[src/rtl/mac_pkg.sv]
// Shared constants and beat layout for the MAC packet FIFO family.
package mac_pkg;

    localparam int MAC_FIFO_DW = 11;
    localparam int MAC_FIFO_AW = 4;

    typedef struct packed {
        logic                   last;
        logic [MAC_FIFO_DW-1:0] data;
    } mac_beat_t;

endpackage

[src/rtl/mac_fifo_ram.sv]
// Packet FIFO storage: synchronous write, asynchronous read, no reset.
module mac_fifo_ram #(
    parameter int W  = 12,
    parameter int AW = 4
) (
    input  logic          clk,
    input  logic          we,
    input  logic [AW-1:0] waddr,
    input  logic [W-1:0]  wdata,
    input  logic [AW-1:0] raddr,
    output logic [W-1:0]  rdata
);

    logic [W-1:0] mem [2**AW];

    always_ff @(posedge clk) begin
        if (we) mem[waddr] <= wdata;
    end

    assign rdata = mem[raddr];

endmodule

[src/rtl/mac_pkt_fifo.sv]
// Packet FIFO: frames are staged between cptr and wptr and become visible
// to the reader only when their last beat commits.
module mac_pkt_fifo
    import mac_pkg::*;
#(
    parameter int DW        = MAC_FIFO_DW,
    parameter int AW        = MAC_FIFO_AW,
    parameter int AFULL_TH  = 12,
    parameter int AEMPTY_TH = 2
) (
    input  logic          clk,
    input  logic          rst,
    input  logic          write,
    input  logic [DW-1:0] wdata,
    input  logic          wlast,
    input  logic          wabort,
    output logic          full,
    output logic          almost_full,
    output logic          commit,
    output logic          drop,
    input  logic          read,
    output logic [DW-1:0] rdata,
    output logic          rlast,
    output logic          empty,
    output logic          almost_empty,
    output logic [AW:0]   count,
    output logic [AW:0]   frame_cnt,
    output logic          frame_avail
);

    localparam int DEPTH = 2**AW;
    localparam logic [AW:0] DEPTH_V = (AW+1)'(DEPTH);

    typedef struct packed {
        logic          last;
        logic [DW-1:0] data;
    } beat_t;

    logic [AW:0] rptr, cptr, wptr, frames, used;
    logic        ovf, commit_q, drop_q;
    logic        wacc, racc, ovf_hit, ovf_drop, abort_ev, commit_ev;
    beat_t       head, wbeat;

    assign used  = wptr - rptr;
    assign count = cptr - rptr;
    assign full  = (used == DEPTH_V);
    assign empty = (count == '0);

    assign almost_full  = int'(used) >= AFULL_TH;
    assign almost_empty = int'(count) <= AEMPTY_TH;

    assign wacc      = write & ~full & ~ovf & ~wabort;
    assign racc      = read & ~empty;
    // Any write that finds no room (or follows one that didn't) belongs to a doomed frame.
    assign ovf_hit   = write & ~wabort & (ovf | full);
    assign ovf_drop  = ovf_hit & wlast;
    assign abort_ev  = wabort & ((wptr != cptr) | ovf);
    assign commit_ev = wacc & wlast;

    assign wbeat = '{last: wlast, data: wdata};

    mac_fifo_ram #(.W(DW + 1), .AW(AW)) u_ram (
        .clk   (clk),
        .we    (wacc),
        .waddr (wptr[AW-1:0]),
        .wdata (wbeat),
        .raddr (rptr[AW-1:0]),
        .rdata (head)
    );

    always_ff @(posedge clk) begin
        if (rst) begin
            rptr     <= '0;
            cptr     <= '0;
            wptr     <= '0;
            frames   <= '0;
            ovf      <= 1'b0;
            commit_q <= 1'b0;
            drop_q   <= 1'b0;
        end else begin
            commit_q <= commit_ev;
            drop_q   <= abort_ev | ovf_drop;
            if (racc) rptr <= rptr + 1'b1;
            if (abort_ev | ovf_drop) begin
                wptr <= cptr;
                ovf  <= 1'b0;
            end else begin
                if (wacc)    wptr <= wptr + 1'b1;
                if (ovf_hit) ovf  <= 1'b1;
            end
            if (commit_ev) cptr <= wptr + 1'b1;
            if (commit_ev && !(racc && head.last))
                frames <= frames + 1'b1;
            else if (!commit_ev && racc && head.last)
                frames <= frames - 1'b1;
        end
    end

    assign commit      = commit_q;
    assign drop        = drop_q;
    assign frame_cnt   = frames;
    assign frame_avail = (frames != '0);
    assign rdata       = empty ? '0 : head.data;
    assign rlast       = empty ? 1'b0 : head.last;

endmodule

[config.mk]
export PLATFORM = sky130hd
export DESIGN_NAME = mac_pkt_fifo
export DESIGN_NICKNAME = d
export VERILOG_FILES = /design/src/rtl/mac_pkg.sv /design/src/rtl/mac_fifo_ram.sv /design/src/rtl/mac_pkt_fifo.sv
export SDC_FILE = /design/constraint.sdc
export NUM_CORES = 1
export LEC_CHECK = 0
export CELL_PAD_IN_SITES_DETAIL_PLACEMENT = 1
export CELL_PAD_IN_SITES_GLOBAL_PLACEMENT = 2
export CORE_ASPECT_RATIO = 0.6
export CORE_MARGIN = 2
export CORE_UTILIZATION = 46
export DETAILED_ROUTE_END_ITERATION = 8
export GPL_TIMING_DRIVEN = 0
export MAX_ROUTING_LAYER = met4
export PLACE_DENSITY = 0.85
export SLEW_MARGIN = 20
export SYNTH_ARGS = -nofsm -noshare
export SYNTH_HDL_FRONTEND = slang
export SYNTH_SLANG_ARGS = --single-unit
[constraint.sdc]
create_clock -name clk -period 4.1 [get_ports clk]
set_clock_uncertainty 0.05 [all_clocks]
set_input_delay 0.82 -clock clk [delete_from_list [all_inputs] [get_ports clk]]
set_output_delay 0.82 -clock clk [all_outputs]
set_load 0.02 [all_outputs]
# == After elaboration in Yosys (flattened, before gate mapping) ==
# Memories as Yosys holds them, arrays and structs flattened. A register that Yosys moved wholly into a read port is not among the register bits.
# Index checks and enable logic that the tools add are counted.
# word_totals
output_inout_bits,29
ram_bits,192
wordCells,55
n_memories,1
ff_bits,23
# mem_list
memory,words,word_bits,read_ports,rd_clocked_by_memory_dff,write_ports,line,text
u_ram.mem,16,12,1,1,1,mac_fifo_ram.sv:14,logic [W-1:0] mem [2**AW];
# op_classes
mux,10
magnitude_cmp,2
addsub,6
bitwise,16
n_eq_ne,2
n_reduce_logical,11
# op_table
cell,n
two-way mux 5 bit,4
"adder 5 x 1 -> 5 bit, second input constant",3
two-way mux 11 bit,1
subtractor 5 bit,2
bitwise AND 1 bit,9
two-way mux 4 bit,2
"== test 5 bit, second input constant",1
"greater-or-equal comparator 5 x 4 -> 1 bit, second input constant",1
"<= comparator 5 x 2 -> 1 bit, second input constant",1
logical NOT 5 bit,1
!= test 5 bit,1
nonzero test 5 bit,1
"subtractor 5 x 1 -> 5 bit, second input constant",1
logical AND 1 bit,4
inverter 1 bit,4
nonzero test 2 bit,2
two-way mux 1 bit,3
bitwise OR 1 bit,3
logical NOT 1 bit,2
OR reduction 2 bit,1

# == Logic depth before layout (Yosys ltp) ==
# logic_depth
depth_word,12
depth_mapped,17
depth_no_buf,16

# == Cells and area by module ==
# A second synthesis with hierarchy kept.
# unflattened
cells_unflattened,520
hier_area_um2,9135.0
# by_module_without_submodules
module,n_inst,cells_each,seq_area_each_um2,area_each_um2
mac_fifo_ram,1,317,5765.5,7359.6
mac_pkt_fifo,1,203,460.4,1775.5

# == Worst setup path before layout ==
# OpenSTA, ideal clock, no wires.
# synth_timing
kind,register to register
start,register rptr[0]
end,register frames[3] (netlist: frame_cnt[3])
setup_ps,106
arrival_time_ps,3494
path_stages_with_launch,16
required_ps,3944
n_path_buf,1
synth_period_minus_slack_ps,3650
path_slack_ps,450
path_cell_list,dfxtp_1 ha_1 inv_1 fa_1 a21o_1 a21oi_1 xnor2_1 o311ai_2 buf_2 nand2_1 ha_1 a21o_1 a21oi_1 xor2_1 or4_1 o311ai_0
# synth_via
word_cells_on_any_way,19
cone_classes,2 x add/sub; 1 x eq/ne; 1 x mux; 7 x bitwise; 8 x reduce/logical
# synth_lines
item,line,text
start: declaration,mac_pkt_fifo.sv:39,"logic [AW:0] rptr, cptr, wptr, frames, used;"
start signal: assignment,mac_pkt_fifo.sv:83,if (racc) rptr <= rptr + 1'b1;
subtractor 5 bit (*),mac_pkt_fifo.sv:45,assign count = cptr - rptr;
named net count[4],mac_pkt_fifo.sv:26,"output logic [AW:0] count,"
logical NOT 5 bit (*),mac_pkt_fifo.sv:47,assign empty = (count == '0);
inverter 1 bit (*),mac_pkt_fifo.sv:53,assign racc = read & ~empty;
bitwise AND 1 bit (*),mac_pkt_fifo.sv:53,
logical AND 1 bit,mac_pkt_fifo.sv:92,if (commit_ev && !(racc && head.last))
logical NOT 1 bit,mac_pkt_fifo.sv:92,
logical AND 1 bit,mac_pkt_fifo.sv:92,
two-way mux 5 bit / nonzero test 2 bit (equally long branches),--,
end signal: assignment,mac_pkt_fifo.sv:93,frames <= frames + 1'b1;
end signal: assignment,mac_pkt_fifo.sv:95,frames <= frames - 1'b1;
end: declaration,mac_pkt_fifo.sv:39,
# Mark *: on every way through the listed nets, which the timed path passes. The rest lies on a longest branch.
# A chain may end at the register's enable or synchronous reset.

# == Final worst setup path ==
# layout_timing
start,register cptr[0]
end,output port rdata[8]
# layout_via
elab_chain_cells,3
# layout_rtl
item,line,text
start: declaration,mac_pkt_fifo.sv:39,
start signal: assignment,mac_pkt_fifo.sv:91,if (commit_ev) cptr <= wptr + 1'b1;
subtractor 5 bit,mac_pkt_fifo.sv:45,
logical NOT 5 bit,mac_pkt_fifo.sv:47,
two-way mux 11 bit,mac_pkt_fifo.sv:103,assign rdata = empty ? '0 : head.data;
end: declaration,mac_pkt_fifo.sv:22,"output logic [DW-1:0] rdata,"
# No other way between the ends.

==> flow_metrics.tcl <==
set metrics [dict create \
    status "complete, no violations" \
    antennaDiodeCount 0 \
    avgSynthCellArea_sq_um 18.1 \
    timing.final.crit_period_ps 3980 \
    worstPathRequired_ps 3230 \
    synth-seq-cells 219 \
    via_count 5117 \
    p_leak_uw 0.00353 \
    synth_nets 547 \
    grt_pass1_wl_um 32900 \
    clk_path_buf_depth 3 \
    first_pass_iters 5 \
    worstSkewPairLatency_ps 500 \
    crit_path_start "cptr[0]$_SDFFE_PP0P_" \
    ant_nets 0 \
    fin_tns_setup_ps 0 \
    chipHeight_um 114 \
    grt_pass1_vias 5156 \
    reg2reg_to "frame_cnt[4]$_SDFFE_PP0P_" \
    initial_core_util 0.467 \
    dpl_worst_slack_ps -403 \
    placed_area_sq_um 10100 \
    routed_wl_um 22200 \
    wire_per_inst_um 25.4 \
    synth_area_sq_um 9280 \
    antenna_found_initial 0 \
    synth_edf_count 192 \
    grt_overflow 0 \
    vdd_ir_drop_max_mv 0.425 \
    viasPerCell 5.85 \
    path_class "register to output port" \
    cts_tree "done" \
    cts_sinks 219 \
    final_common_cell "edfxtp_1" \
    fin_ws_ps 122 \
    hold_viol 0 \
    worst-r2r-cell-count 16 \
    yosys_warnings 0 \
    grt.total_usage 0.218 \
    cts_root_buf "clkbuf_16" \
    netlist_instances 512 \
    worstHoldPathType "register to register" \
    rows 40 \
    drt_iter0_drc 430 \
    slew_headroom 0.367 \
    nets 621 \
    drive_gt1_frac 0.216 \
    clkTransAtPathRegs_ps 70 \
    start_kind "register" \
    synth_cell_types 52 \
    layout_worst_path_cycle_share 0.970 \
    worstPathArrival_ps 3110 \
    pin_count 46 \
    crit_path_end "rdata[8]" \
    fmax_mhz 251 \
    design_area_sq_um 10900 \
    p_per_area_nw_per_um2 665 \
    buffer_ports.inserted 45 \
    worstHoldStart "rptr[3]$_SDFFE_PP0P_" \
    ys_seq_area_frac 0.680 \
    final_cell_mix "edfxtp_1, mux4_2, clkdlybuf4s50_1" \
    endpoint_kind "output port" \
    cts_buffers 21 \
    gp_congestion 0.818 \
    htreeDepth 1 \
    crit_fanout 10 \
    grt_max_degree 19 \
    r2r-start "cptr[0]$_SDFFE_PP0P_" \
    hpwl_um 14500 \
    finalSetupViolations 0 \
    final_util 0.547 \
    die_w_um 187 \
    area_growth_pct 17.1 \
    worst_pin_slew_ps 950 \
    drc 0 \
    slew_violations 0 \
    r2r_slack_ps 160 \
    core_sq_um 19900 \
    max-cap-violations 0 \
    dieArea_sq_um 21400 \
    synthFlopType "edfxtp_1" \
    async_flop_share 0 \
]
-- power breakdown --
group / switching [uW] / leakage [uW] / internal, uW
combinational: 1470 / 0.00128 / 1240
sequential: 115 / 0.00195 / 2580
clock: 820 / 0.000302 / 995
-- stage by stage --
step | power, uW | hold WS, ps | cells
6_report | 7220 | 494 | 874
5_1_grt | 7530 | 534 | 874
4_1_cts | 7190 | 501 | 871
3_5_place_dp | 5340 | 488 | 831
3_3_place_gp | 5250 | 449 | 830
2_1_floorplan | 4390 | 422 | 512
-- cells in the mapped netlist, types with 2 or more instances --
master      n  area [sq um]
nor3_4      2          32.5
or3_1       4          25.0
xnor2_1    12           105
nand3b_1    2          15.0
nand2b_1    9          56.3
xnor3_1     2          45.0
nor2b_1    16           100
edfxtp_1  192          5770
clkbuf_1   13          48.8
a21oi_1    19          95.1
nand2_1     9          33.8
mux4_2     60          1350
nor2_1     17          63.8
a211oi_1    8          60.1
xor2_1     11          96.3
inv_1      13          48.8
dfxtp_1    27           541
nor4_1      5          31.3
o21ai_0     9          45.0
fa_1        2          40.0
ha_1       16           200
a21o_1      4          30.0
nand3_1     5          25.0
mux2i_1     2          20.0
and3_1     12          75.1
and2_1      5          31.3
nor3_1      4          20.0
buf_2       7          35.0
o311ai_0    2          17.5
-- worst min path at each step --
| stage | to | slack [ps] | depth (start not counted) |
|---|---|---|---|
| floorplan | register | 420 | 2 |
| global placement | rptr[3]$_SDFFE_PP0P_ | 450 | 2 |
| detailed placement | register | 490 | 2 |
| CTS | register | 500 | 2 |
| global route | register | 530 | 2 |
| finish | register | 490 | 2 |
-- layer usage --
layer,track usage,share of wire,vias up
met5,-,0,-
met4,0.0556,0.021,0
met3,0.0382,0.069,40
met2,0.320,0.45,215
met1,0.320,0.46,2665
li1,-,-,2197
-- logic make-up after synthesis --
logic type	after synthesis	share of synthesized area
adders and majority gates	18	0.0259
DFF	219	0.680
muxes	63	0.149
AOI/OAI and AO/OA	49	0.0356
and+or+nand+nor	100	0.0655
xor gates and xnor gates	25	0.0266
buffers and inverters	38	0.0179
-- worst max-delay path, stage by stage, from the launching register on --
cell	delay [ps]
dfxtp_1	450
inv_1	90
ha_1	210
inv_1	80
fa_1	460
or3_4	450
nor3_4	230
clkbuf_8	210
nor2b_1	80
dlygate4sd2_1	340
-- what timing repair did --
action                     in CTS  in global routing
hold buffers                    0                  0
buffers inserted                2                  3
resized for setup              39                  9
setup endpoints to repair      16                 12
pin swaps                       2                  2
cloned                          0                  0
-- state kept, by name, indices dropped and copies added (netlist names), named ones only --
name / flops
frame_cnt: 5
wptr: 5
rptr: 5
u_ram.mem: 192
ovf: 1
cptr: 5
commit: 1
drop: 1
-- final cells by class --
| type | count | area [sq um] |
|---|---|---|
| fillers | 1814 | 9000 |
| well taps | 273 | 342 |
| clock inverters | 6 | 42.5 |
| plain buffers | 24 | 165 |
| multi-input cells | 255 | 2890 |
| repair buffers | 51 | 478 |
| inverters | 14 | 55.1 |
| flip-flops and latches | 219 | 6310 |
| clock buffers | 32 | 587 |
(Power assumes the default switching activity.)
